===== src/rtl/m68k_bus_responder_if.sv =====
// 68000 bus signals as seen by the responder: raw strobes, address and data in,
// read data plus open-drain enables out.
interface m68k_bus_responder_if;
    logic        nAS;
    logic        nUDS;
    logic        nLDS;
    logic        RnW;
    logic [23:1] A_IN;
    logic [15:0] D_IN;
    logic [15:0] D_OUT;
    logic        D_OE;
    logic        nDTACK_OE;

    modport slave (
        input  nAS, nUDS, nLDS, RnW, A_IN, D_IN,
        output D_OUT, D_OE, nDTACK_OE
    );

    modport master (
        output nAS, nUDS, nLDS, RnW, A_IN, D_IN,
        input  D_OUT, D_OE, nDTACK_OE
    );
endinterface


===== src/rtl/m68k_bus_responder.sv =====
// Passive 68000 bus target: answers cycles in a small address window from a
// byte-lane-writable register file that the Pi host port can also access.
module m68k_bus_responder #(
    parameter logic [23:0] BASE_ADDR   = 24'hE80000,
    parameter int          ADDR_BITS   = 4,
    parameter int          DTACK_DELAY = 2
) (
    input  logic                 sys_clk,
    input  logic                 nRESET,
    m68k_bus_responder_if.slave  bus,
    input  logic [ADDR_BITS-1:0] host_addr,
    input  logic                 host_wr,
    input  logic [15:0]          host_wdata,
    output logic [15:0]          host_rdata,
    output logic                 bus_hit
);

    localparam int         WORDS      = 2 ** ADDR_BITS;
    localparam logic [3:0] DELAY_LAST = 4'(DTACK_DELAY > 0 ? DTACK_DELAY - 1 : 0);

    typedef enum logic [2:0] {
        IDLE,
        DECODE,
        READ,
        WRITE,
        HOLD,
        IGNORE
    } state_e;

    state_e      state_q, state_d;
    logic [3:0]  cnt_q, cnt_d;
    logic        rnw_q, rnw_d;
    logic        busHit_q, busHit_d;
    logic [15:0] dOut_q, dOut_d;
    logic [15:0] regFile_q [WORDS];
    logic [15:0] hostRdata_q;

    logic        asMeta_q, asSync_q;
    logic        udsMeta_q, udsSync_q;
    logic        ldsMeta_q, ldsSync_q;
    logic        rnwMeta_q, rnwSync_q;
    logic [23:1] aMeta_q, aSync_q;
    logic [15:0] dMeta_q, dSync_q;

    logic                 asLow;
    logic                 dsLow;
    logic                 hit;
    logic                 takeCycle;
    logic                 commitWr;
    logic [ADDR_BITS-1:0] wordIdx;

    // Strobes reset to their negated level so no cycle is seen straight out of reset.
    always_ff @(posedge sys_clk or negedge nRESET) begin
        if (!nRESET) begin
            asMeta_q  <= 1'b1;
            asSync_q  <= 1'b1;
            udsMeta_q <= 1'b1;
            udsSync_q <= 1'b1;
            ldsMeta_q <= 1'b1;
            ldsSync_q <= 1'b1;
            rnwMeta_q <= 1'b1;
            rnwSync_q <= 1'b1;
            aMeta_q   <= '0;
            aSync_q   <= '0;
            dMeta_q   <= '0;
            dSync_q   <= '0;
        end else begin
            asMeta_q  <= bus.nAS;
            asSync_q  <= asMeta_q;
            udsMeta_q <= bus.nUDS;
            udsSync_q <= udsMeta_q;
            ldsMeta_q <= bus.nLDS;
            ldsSync_q <= ldsMeta_q;
            rnwMeta_q <= bus.RnW;
            rnwSync_q <= rnwMeta_q;
            aMeta_q   <= bus.A_IN;
            aSync_q   <= aMeta_q;
            dMeta_q   <= bus.D_IN;
            dSync_q   <= dMeta_q;
        end
    end

    assign asLow     = !asSync_q;
    assign dsLow     = !udsSync_q || !ldsSync_q;
    assign hit       = (aSync_q[23:ADDR_BITS+1] == BASE_ADDR[23:ADDR_BITS+1]);
    assign wordIdx   = aSync_q[ADDR_BITS:1];
    assign takeCycle = (state_q == DECODE) && asLow && hit && dsLow;
    assign commitWr  = takeCycle && !rnwSync_q;

    always_ff @(posedge sys_clk or negedge nRESET) begin
        if (!nRESET) begin
            state_q  <= IDLE;
            cnt_q    <= '0;
            rnw_q    <= 1'b1;
            busHit_q <= 1'b0;
            dOut_q   <= '0;
        end else begin
            state_q  <= state_d;
            cnt_q    <= cnt_d;
            rnw_q    <= rnw_d;
            busHit_q <= busHit_d;
            dOut_q   <= dOut_d;
        end
    end

    // Read data is captured on entry to READ so later host writes cannot disturb it.
    always_comb begin
        state_d  = state_q;
        cnt_d    = cnt_q;
        rnw_d    = rnw_q;
        busHit_d = 1'b0;
        dOut_d   = dOut_q;
        case (state_q)
            IDLE: begin
                if (asLow) state_d = DECODE;
            end
            DECODE: begin
                if (!asLow) begin
                    state_d = IDLE;
                end else if (!hit) begin
                    state_d = IGNORE;
                end else if (dsLow) begin
                    rnw_d = rnwSync_q;
                    cnt_d = '0;
                    if (rnwSync_q) dOut_d = regFile_q[wordIdx];
                    if (DTACK_DELAY == 0) state_d = HOLD;
                    else                  state_d = rnwSync_q ? READ : WRITE;
                end
            end
            READ, WRITE: begin
                cnt_d = cnt_q + 4'd1;
                if (cnt_q == DELAY_LAST) state_d = HOLD;
            end
            HOLD: begin
                if (!asLow) begin
                    state_d  = IDLE;
                    busHit_d = 1'b1;
                end
            end
            IGNORE: begin
                if (!asLow) state_d = IDLE;
            end
            default: state_d = IDLE;
        endcase
    end

    // The bus write is applied after the host write so it wins on the lanes it strobes.
    always_ff @(posedge sys_clk or negedge nRESET) begin
        if (!nRESET) begin
            for (int i = 0; i < WORDS; i++) regFile_q[i] <= '0;
            hostRdata_q <= '0;
        end else begin
            hostRdata_q <= regFile_q[host_addr];
            if (host_wr) regFile_q[host_addr] <= host_wdata;
            if (commitWr) begin
                if (!udsSync_q) regFile_q[wordIdx][15:8] <= dSync_q[15:8];
                if (!ldsSync_q) regFile_q[wordIdx][7:0]  <= dSync_q[7:0];
            end
        end
    end

    assign bus.D_OUT     = dOut_q;
    assign bus.D_OE      = (state_q == READ) || ((state_q == HOLD) && rnw_q);
    assign bus.nDTACK_OE = (state_q == HOLD);
    assign host_rdata    = hostRdata_q;
    assign bus_hit       = busHit_q;

endmodule


===== src/flat_wrapper.sv =====
// flat-port wrapper written by rule: the top's interface ports become plain ports
module m68k_bus_responder_flat 
#(
    parameter logic [23:0] BASE_ADDR   = 24'hE80000,
    parameter int          ADDR_BITS   = 4,
    parameter int          DTACK_DELAY = 2
)
  (sys_clk, nRESET, host_addr, host_wr, host_wdata, host_rdata, bus_hit, bus_nAS, bus_nUDS, bus_nLDS, bus_RnW, bus_A_IN, bus_D_IN, bus_D_OUT, bus_D_OE, bus_nDTACK_OE);
  m68k_bus_responder_if bus_i ();
  input  logic sys_clk;
  input  logic nRESET;
  input  logic [ADDR_BITS-1:0] host_addr;
  input  logic host_wr;
  input  logic [15:0] host_wdata;
  output logic [15:0] host_rdata;
  output logic bus_hit;
  input wire logic [$bits(bus_i.nAS)-1:0] bus_nAS;
  input wire logic [$bits(bus_i.nUDS)-1:0] bus_nUDS;
  input wire logic [$bits(bus_i.nLDS)-1:0] bus_nLDS;
  input wire logic [$bits(bus_i.RnW)-1:0] bus_RnW;
  input wire logic [$bits(bus_i.A_IN)-1:0] bus_A_IN;
  input wire logic [$bits(bus_i.D_IN)-1:0] bus_D_IN;
  output wire logic [$bits(bus_i.D_OUT)-1:0] bus_D_OUT;
  output wire logic [$bits(bus_i.D_OE)-1:0] bus_D_OE;
  output wire logic [$bits(bus_i.nDTACK_OE)-1:0] bus_nDTACK_OE;
  assign bus_i.nAS = bus_nAS;
  assign bus_i.nUDS = bus_nUDS;
  assign bus_i.nLDS = bus_nLDS;
  assign bus_i.RnW = bus_RnW;
  assign bus_i.A_IN = bus_A_IN;
  assign bus_i.D_IN = bus_D_IN;
  assign bus_D_OUT = bus_i.D_OUT;
  assign bus_D_OE = bus_i.D_OE;
  assign bus_nDTACK_OE = bus_i.nDTACK_OE;
  m68k_bus_responder #(.BASE_ADDR(BASE_ADDR), .ADDR_BITS(ADDR_BITS), .DTACK_DELAY(DTACK_DELAY)) u_core (.sys_clk(sys_clk), .nRESET(nRESET), .bus(bus_i), .host_addr(host_addr), .host_wr(host_wr), .host_wdata(host_wdata), .host_rdata(host_rdata), .bus_hit(bus_hit));
endmodule

===== config.mk =====
export PLATFORM = sky130hd
export DESIGN_NAME = m68k_bus_responder_flat
export DESIGN_NICKNAME = d
export VERILOG_FILES = /design/src/rtl/m68k_bus_responder_if.sv /design/src/rtl/m68k_bus_responder.sv /design/src/flat_wrapper.sv
export SDC_FILE = /design/constraint.sdc
export NUM_CORES = 1
export LEC_CHECK = 0
export BUFFER_PORTS_ARGS = -buffer_cell sky130_fd_sc_hd__buf_4
export CAP_MARGIN = 5
export CORE_MARGIN = 3
export CORE_UTILIZATION = 50
export DETAILED_ROUTE_END_ITERATION = 8
export HOLD_SLACK_MARGIN = 0.08
export PLACE_DENSITY = 0.64
export SYNTH_ARGS = -nofsm -noshare
export SYNTH_HDL_FRONTEND = slang
export SYNTH_SLANG_ARGS = --single-unit

===== constraint.sdc =====
create_clock -name sys_clk -period 2.74 [get_ports sys_clk]
set_input_delay 0.274 -clock sys_clk [delete_from_list [all_inputs] [get_ports sys_clk]]
set_output_delay 0.274 -clock sys_clk [all_outputs]
set_load 0.05 [all_outputs]

Word-level counts from Yosys, hierarchy flattened

Cells that the tools add are included.

Add/sub/neg operators: 1
Order comparisons: 4
Equal/unequal tests: 14
Mux-type cells: 34
Bitwise operators: 3
Reductions and logical operators: 21

Operators with widths:

| cell                 | count |
|---|---|
| $mux 256             | 5 |
| $bwmux 256           | 3 |
| $demux 16 s4         | 3 |
| $bmux 16 s4          | 2 |
| $mux 16              | 6 |
| $eq 19x19->1 const B | 1 |
| $mux 3               | 6 |
| $mux 4               | 3 |
| $pmux 3 s4           | 1 |
| $reduce_and 4->1     | 3 |
| $ge 5x5->1 const B   | 2 |
| $lt 5x1->1 const B   | 2 |
| $not 4->5            | 2 |
| $mux 8               | 1 |
| $ne 2x1->1 const B   | 4 |
| $pmux 4 s2           | 1 |
| $logic_and 1x1->1    | 7 |
| $eq 3x2->1 const B   | 2 |
| $eq 3x3->1 const B   | 2 |
| $reduce_and 5->1     | 1 |
| $add 4x1->4 const B  | 1 |
| $eq 4x1->1 const B   | 1 |
| $logic_not 1->1      | 4 |
| $ne 2x2->1 const B   | 2 |
| 8 further kinds      | 12 |

Bits in registers: 383
Input bits: 66
Output and inout port bits: 35

Depth between registers and ports, before layout

Gate-level depths: netlist of run 1.

Depth after elaboration: 13
Gate-level depth with buffers: 7

Worst setup path after synthesis of run 1

No wires, ideal clock.

Path kind: register -> register
From: register u_core.rnwSync_q
To: register u_core.dOut_q[10] (netlist: u_core.bus.D_OUT[10])
Library setup time: 125 ps
Arrival time: 2146 ps
Path slack: 469 ps
Cell stages (with the launch flop): 6
Buffers on the path: 3
Clock period less this slack: 2271 ps
Cell sequence: dfstp_2 > clkbuf_1 > and4_1 > buf_2 > buf_2 > mux2_2

Word-level cells in the longest chain between the ends: 1

RTL lines:

| item                              | RTL line                  | source |
|---|---|---|
| start, declared                   | m68k_bus_responder.sv:41  | `logic rnwMeta_q, rnwSync_q;` |
| start signal, assigned            | m68k_bus_responder.sv:75  | `rnwSync_q <= rnwMeta_q;` |
| $reduce_and 5->1 (no source line) | n/a                       |  |
| end signal, assigned              | m68k_bus_responder.sv:102 | `dOut_q <= dOut_d;` |
| end, declared                     | m68k_bus_responder.sv:34  | `logic [15:0] dOut_q, dOut_d;` |

No other way between the ends.
A chain may end at the register's enable or synchronous reset.

Worst setup path after layout of run 1

From: register u_core.state_q[0]
To: register u_core.regFile_q[227] in the netlist's numbering

Word-level cells in the longest chain between the ends: 6

RTL lines:

| item                            | RTL line                  | source |
|---|---|---|
| start, declared                 | m68k_bus_responder.sv:30  | `state_e state_q, state_d;` |
| start signal, assigned          | m68k_bus_responder.sv:98  | `state_q <= state_d;` |
| $eq 3x1->1                      | m68k_bus_responder.sv:87  | `assign takeCycle = (state_q == DECODE) && asLow && hit && dsLow;` |
| $logic_and 1x1->1 (3 in series) | m68k_bus_responder.sv:87  |  |
| $logic_and 1x1->1               | m68k_bus_responder.sv:88  | `assign commitWr = takeCycle && !rnwSync_q;` |
| $mux 256                        | m68k_bus_responder.sv:155 | `if (commitWr) begin` |
| end signal, assigned by index   | m68k_bus_responder.sv:154 | `if (host_wr) regFile_q[host_addr] <= host_wdata;` |
| end signal, assigned by index   | m68k_bus_responder.sv:156 | `if (!udsSync_q) regFile_q[wordIdx][15:8] <= dSync_q[15:8];` |
| end signal, assigned by index   | m68k_bus_responder.sv:157 | `if (!ldsSync_q) regFile_q[wordIdx][7:0] <= dSync_q[7:0];` |
| end, declared                   | m68k_bus_responder.sv:35  | `logic [15:0] regFile_q [WORDS];` |

No other way between the ends.

==> summary.txt, run 1 <==
Status
  – Status: completed

Die
  – Core Box Area: around 41000 um2
  – Die Area: between 40000 and 50000 um2
  – Initial core utilization: about 50%
  – Number of primary I/O pins: slightly above 100
  – Die Wd: ~210 um
  – Die height: roughly 210 um
  – Row cnt: 74

Placement
  – DP Area: 22700 um2
  – Routability cong.: ~0.84
  – Port Buffers: 100
  – Detail Placement HPWL: roughly 37000 um
  – Pre-CTS setup slack: about 340 ps

Timing
  – Fmax: a little over 400 MHz
  – Setup tns final: 0 ps
  – Fin crit share: ~89%
  – Slew Viols, Final: 0
  – Headroom to the max-slew limit: about two fifths
  – Worst slew pin tran: 885 ps
  – Final worst-path setup slack: around 310 ps
  – Setup-failing EPs final: 0
  – Clock Skews: 18.0 ps
  – Worst hold slack: 220 ps
  – Final hold vios: 0
  – RSZ-0062 raised after global routing: no
  – Tmin final: around 2400 ps

Global route
  – Overflow after GRT: 0
  – Vias in the first global route: 13500
  – First-pass GRT wire length: approximately 86000 um
  – All-Layer GR Usage: 26.0%
  – Antenna violations before repair: 1
  – Largest net degree at the start of global routing: just under 70

Logic synthesis
  – Synth async-reset ratio: 100%
  – Register area share after synthesis: a little under half
  – Synthesized net count: 1417
  – Synth warn: 0
  – Post-synthesis cell count: 1349
  – Yosys reg bits: ~380
  – Area leader, netlist: dfrtp_1
  – Number of synthesized flops with an enable pin: 0
  – Post-synthesis area per instance: roughly 16 um2
  – Synth area leaders: dfrtp_1, mux2_2, mux4_2
  – Post-synth top area share: between 40% and 50%
  – Netlist cell types: 49
  – Ys flop type: dfrtp_1
  – Netlist Area Pre-Place: around 21000 um2

Finish
  – Fin nets: approximately 1600
  – Area Growth Syn to Fin: 17.3%
  – Fin area: around 25000 um2
  – Layout cells sized above 1: 64.2%
  – Fill count: around 3200

Clocking
  – H-tree levels: 2
  – Root Buffer: clkbuf_16
  – Clk buf depth: 3
  – Clock transition at path regs: 60 ps
  – CTS tree: built
  – Skew-Pair Late Insertion Delay: ~580 ps
  – Num CTS Buffers: between 40 and 50
  – CTS sink cnt: approximately 380
  – PostCTS Resize Cnt: 0
  – Post-CTS Setup Inserts: 0

Route
  – 1st-pass router iterations: 5
  – DRC errors left: 0
  – First DRT Iteration DRCs: 899
  – Drt total wl: ~56000 um
  – Antenna-violating nets left: 0
  – Vias/cell: about 6.2
  – DR WL/cell: approximately 27 um
  – Vias: ~13000

Critical path
  – Worst Path Arrival: around 2900 ps
  – Critical Path RT: ~3200 ps
  – Max FO, Critical Path: 14
  – Worst Setup Start Kind: register
  – CP Capture Type: register
  – Critical path type: reg2reg

Power
  – Peak VDD IR: 0.561 mV
  – Static Leak: 10.6 nW
  – Power per Cell Area: roughly 720 nW/um2

Worst hold path
  – Hold Path Class: in2reg

Flow run
  – # Max-Cap Violations: 0
-- where the power goes --
part / internal, mW / switching, mW / leakage, nW / total [mW]
Combinational: 2.55 / 1.69 / 5.24 / 4.24
Sequential: 6.71 / 0.788 / 4.67 / 7.50
Clock: 3.49 / 2.36 / 0.686 / 5.85
-- cells by family after synthesis --
kind of cell,Yosys count,synth area share (%)
AO/OA/AOI/OAI,50,1.74
adder cells (fa/ha/maj),2,0.119
buffers and inverters,113,2.31
flip-flops,383,45.7
multiplexers,674,43.9
AND/OR/NAND/NOR,127,6.17
-- path summary, 6_finish.rpt --
check,startpoint,endpoint,slack (ps),depth (start not counted)
worst max-delay path,u_core.state_q[0]$_DFFE_PN0P_,u_core.regFile_q[227]$_DFF_PN0_,310,5
worst min-delay path,host_wdata[12],u_core.regFile_q[124]$_DFF_PN0_,220,3
worst max register to register,u_core.state_q[0]$_DFFE_PN0P_,u_core.regFile_q[227]$_DFF_PN0_,310,5
worst min register to register,u_core.aMeta_q[9]$_DFF_PN0_,u_core.aSync_q[9]$_DFF_PN0_,350,0
max in group asynchronous,nRESET,u_core.host_rdata[14]$_DFF_PN0_,1640,3
min in group asynchronous,nRESET,u_core.dMeta_q[4]$_DFF_PN0_,270,2
-- synthesized netlist by cell type, types with 5 or more instances --
| master | instances |
|---|---|
| buf_2 | 20 |
| nor2_1 | 15 |
| nor2b_1 | 5 |
| clkbuf_1 | 76 |
| dfstp_2 | 9 |
| mux4_2 | 144 |
| buf_1 | 10 |
| a22oi_1 | 32 |
| mux2_2 | 530 |
| dfrtp_1 | 374 |
| nor4b_4 | 5 |
| nand2_1 | 22 |
| nand3b_1 | 5 |
| nand4_4 | 27 |
-- area by class of cell --
class / count / area [um2] / share of cell area, %
antenna: 1 / 2.50 / 0.0102
clock buffer: 61 / 1220 / 4.98
clock inverter: 15 / 200 / 0.814
inverter: 1 / 3.75 / 0.0153
multi-input combinational: 853 / 10900 / 44.4
sequential: 383 / 9600 / 39.0
tap: 532 / 666 / 2.71
timing repair buffer: 222 / 1970 / 8.02
-- sequential cells by signal, indices dropped and copies added (netlist names) --
| register | flops |
|---|---|
| u_core.host_rdata | 16 |
| u_core.rnwSync_q | 1 |
| u_core.ldsSync_q | 1 |
| u_core.aMeta_q | 23 |
| u_core.aSync_q | 23 |
| u_core.cnt_q | 4 |
| u_core.udsSync_q | 1 |
| u_core.rnwMeta_q | 1 |
| u_core.asSync_q | 1 |
| u_core.asMeta_q | 1 |
| u_core.bus.D_OUT | 16 |
| u_core.rnw_q | 1 |
| u_core.regFile_q | 256 |
| u_core.state_q | 3 |
| u_core.ldsMeta_q | 1 |
| u_core.udsMeta_q | 1 |
| u_core.dMeta_q | 16 |
| u_core.dSync_q | 16 |
| u_core.bus_hit | 1 |
-- layer usage --
| metal | wire length, um | track usage, % | up-vias |
|---|---|---|---|
| met2 | 26100 | 40.3 | 383 |
| met5 | 0 | 0 | - |
| met1 | 25000 | 38.0 | 6821 |
| met4 | 1350 | 6.72 | 0 |
| li1 | - | - | 5568 |
| met3 | 3560 | 5.41 | 86 |
-- per-stage QoR --
stage / util, % / cells / total power, mW
2_1_floorplan: - / 1349 / 10.5
6_report: 59.8 / 2068 / 17.6
3_3_place_gp: 55.3 / 1947 / 11.6
4_1_cts: 59.8 / 2067 / 17.7
3_5_place_dp: 55.3 / 1947 / 11.7
5_1_grt: 59.8 / 2068 / 18.4
-- cells in the final DEF (no fill, tap or decap), types with 3 or more instances in the layout --
| master | Yosys | final |
|---|---|---|
| nand4_4 | 27 | 27 |
| a21o_1 | 3 | 3 |
| clkbuf_8 | 1 | 8 |
| or3_1 | 3 | 3 |
| nand4_1 | 4 | 4 |
| dlygate4sd3_1 | 0 | 44 |
| a31oi_1 | 3 | 3 |
| inv_6 | 0 | 4 |
| buf_4 | 3 | 162 |
| mux4_2 | 144 | 144 |
| clkinvlp_4 | 0 | 4 |
| nor2_2 | 1 | 11 |
| nor3b_1 | 3 | 3 |
| nor4b_4 | 5 | 5 |
| and3_1 | 4 | 3 |
| dfrtp_1 | 374 | 372 |
| nor2_1 | 15 | 5 |
| nand2_1 | 22 | 22 |
| nor2b_1 | 5 | 3 |
| and4_1 | 3 | 3 |
| nand2b_1 | 4 | 4 |
| nand3_1 | 4 | 4 |
| clkbuf_16 | 0 | 43 |
| clkinv_2 | 0 | 3 |
| dfstp_2 | 9 | 9 |
| nor4b_1 | 4 | 4 |
| a22oi_1 | 32 | 32 |
| buf_12 | 0 | 15 |
| mux2_2 | 530 | 530 |
| bufinv_16 | 0 | 4 |
| clkbuf_1 | 76 | 10 |
| nor4_1 | 3 | 3 |
| nand3b_1 | 5 | 5 |
| a21oi_1 | 3 | 3 |
-- worst max-delay path, stage by stage (launching register included) --
cell and delay [ps]:
dfrtp_1 480, or4b_1 630, nor2_8 300, buf_12 240, nand4_4 280, mux2_2 360
-- timing repair --
item | CTS | global route
endpoints found under the hold margin | 103 | 0
hold buffers | 44 | 0
endpoints found under the setup margin | 0 | 0
No activity file was read; power rests on OpenSTA's default activity.
==> inputs of run 2 (changes only) <==
--- a/config.mk
+++ b/config.mk
@@ -12,6 +12,7 @@
 export DETAILED_ROUTE_END_ITERATION = 8
 export HOLD_SLACK_MARGIN = 0.08
 export PLACE_DENSITY = 0.64
+export RECOVER_POWER = 50
 export SYNTH_ARGS = -nofsm -noshare
 export SYNTH_HDL_FRONTEND = slang
 export SYNTH_SLANG_ARGS = --single-unit
==> summary.txt, run 2 (synthesis gave the netlist of run 1 again) <==
Route
  – Antenna-violating nets left: 0
  – DRC errors left: 0
  – Drt total wl: 55900 um
  – 1st-pass router iterations: 5
  – Vias: 12900
  – DR WL/cell: ~27 um
  – Vias/cell: around 6.2
  – First DRT Iteration DRCs: around 970

Placement
  – Routability cong.: approximately 0.84
  – Detail Placement HPWL: 37400 um
  – DP Area: around 23000 um2
  – Port Buffers: 100

Clocking
  – CTS tree: built
  – CTS sink cnt: roughly 380
  – Skew-Pair Late Insertion Delay: 580 ps
  – Post-CTS Setup Inserts: 0
  – Num CTS Buffers: 43
  – Clk buf depth: 3
  – H-tree levels: 2
  – Clock transition at path regs: 60 ps
  – Root Buffer: clkbuf_16

Die
  – Row cnt: 74
  – Die Wd: approximately 210 um
  – Number of primary I/O pins: 101
  – Die height: around 210 um
  – Initial core utilization: 51.0%
  – Die Area: around 44000 um2
  – Core Box Area: between 40000 and 50000 um2

Critical path
  – Critical Path RT: 3190 ps
  – Worst Setup Start Kind: register
  – Critical path type: reg2reg
  – Worst-path cell chain: or4b_1 > nor2_8 > buf_12 > nand4_4 > mux2_2
  – CP peak stage delay: 630 ps
  – Worst path slowest cell: or4b_1
  – R2R Setup Slk: approximately 320 ps
  – Max FO, Critical Path: 14
  – CP Capture Type: register
  – Worst Path Arrival: around 2900 ps

Finish
  – Multi-input gate area: 10900 um2
  – Area Growth Syn to Fin: 17.2%
  – Most common cell after layout, fill and taps aside: mux2_2
  – Top Registers: u_core.regFile_q: 256 flops, u_core.aMeta_q: 23 flops, u_core.aSync_q: 23 flops
  – Register area: ~9600 um2
  – Most frequent cells in the layout: mux2_2, dfrtp_1, mux4_2, buf_4, dlygate4sd3_1
  – Fin nets: 1572
  – Max FFs per register: between 200 and 300
  – Layout cells sized above 1: 64.2%
  – Most flop-heavy register: u_core.regFile_q
  – Fin area: between 20000 and 25000 um2
  – Fill count: between 3000 and 4000

Power
  – Static Leak: about 11 nW
  – Power per Cell Area: roughly 720 nW/um2
  – Peak VDD IR: between 0.5 and 0.6 mV
  – Total power draw: ~18 mW

Global route
  – Met1 Use GR: 38.0%
  – Vias in the first global route: between 10000 and 15000
  – Antenna violations before repair: 1
  – First-pass GRT wire length: ~86000 um
  – All-Layer GR Usage: approximately a quarter
  – Largest net degree at the start of global routing: just under 70
  – Met2 Usage GRT: roughly 40%
  – GRT busiest layer: met2
  – Overflow after GRT: 0
  – Met3 global-route usage: 5.41%

Worst hold path
  – Hold Path Class: in2reg

Flow run
  – # Max-Cap Violations: 1

Timing
  – Fin crit share: roughly 88%
  – Slew Viols, Final: 63
  – RSZ-0062 raised after global routing: no
  – Fmax: 414 MHz
  – Clock Skews: ~18 ps
  – Worst slew pin tran: roughly 2000 ps
  – Setup tns final: 0 ps
  – Setup-failing EPs final: 0
  – Final hold vios: 0
  – Tmin final: between 2000 and 2500 ps
  – Headroom to the max-slew limit: -29.8%

Status
  – Status: complete, but fails checks
  – Failing checks: capacitance limit, slew limit
## run 2: worst max-delay path, delay by kind of cell (launching register included)
family | cells | cell delay, ps
mux | 1 | 360
simple gates | 3 | 1200
flops | 1 | 480
buf+inv | 1 | 240
## run 2: cell type report
cell class                      count  share of cell area, %
Clock buffer                       61                   4.98
Timing Repair Buffer              222                   7.98
Antenna cell                        1                 0.0102
Clock inverter                     15                  0.814
Tap cell                          532                   2.71
Multi-Input combinational cell    853                   44.4
Sequential cell                   383                   39.1
Inverter                            1                 0.0153
## run 2: worst paths after layout
check	startpoint	endpoint	cells after the start
max	u_core.state_q[0]$_DFFE_PN0P_	u_core.regFile_q[227]$_DFF_PN0_	5
max reg2reg	u_core.state_q[0]$_DFFE_PN0P_	u_core.regFile_q[227]$_DFF_PN0_	5
min	host_wdata[12]	u_core.regFile_q[124]$_DFF_PN0_	3
min in group asynchronous	nRESET	u_core.dMeta_q[4]$_DFF_PN0_	2
max in group asynchronous	nRESET	u_core.host_rdata[14]$_DFF_PN0_	3
min reg2reg	u_core.aMeta_q[11]$_DFF_PN0_	u_core.aSync_q[11]$_DFF_PN0_	0
## run 2: repair_timing
item	in CTS	in global routing
hold buffers	44	0
endpoints found under the hold margin	103	0
gates resized for setup	0	0
## run 2: where the power goes
group | switching [mW] | total [mW] | internal (mW)
Sequential | 0.788 | 7.50 | 6.71
Combinational | 1.69 | 4.23 | 2.54
Clock | 2.36 | 5.85 | 3.49
## run 2: per-layer routing
metal	vias to the layer above	share of wire, %
met5	-	0
met4	0	2.5
met3	88	5.8
met2	359	47
met1	6853	45
li1	5556	-
## run 2: metrics by stage
step	worst slack [ps]	std cells	hold WS [ps]	util, %
finish	324	2068	219	59.8
global route	197	2068	212	59.8
CTS	333	2067	184	59.8
detailed placement	344	1947	287	55.3
floorplan	469	1349	-21.6	-
global placement	399	1947	284	55.3
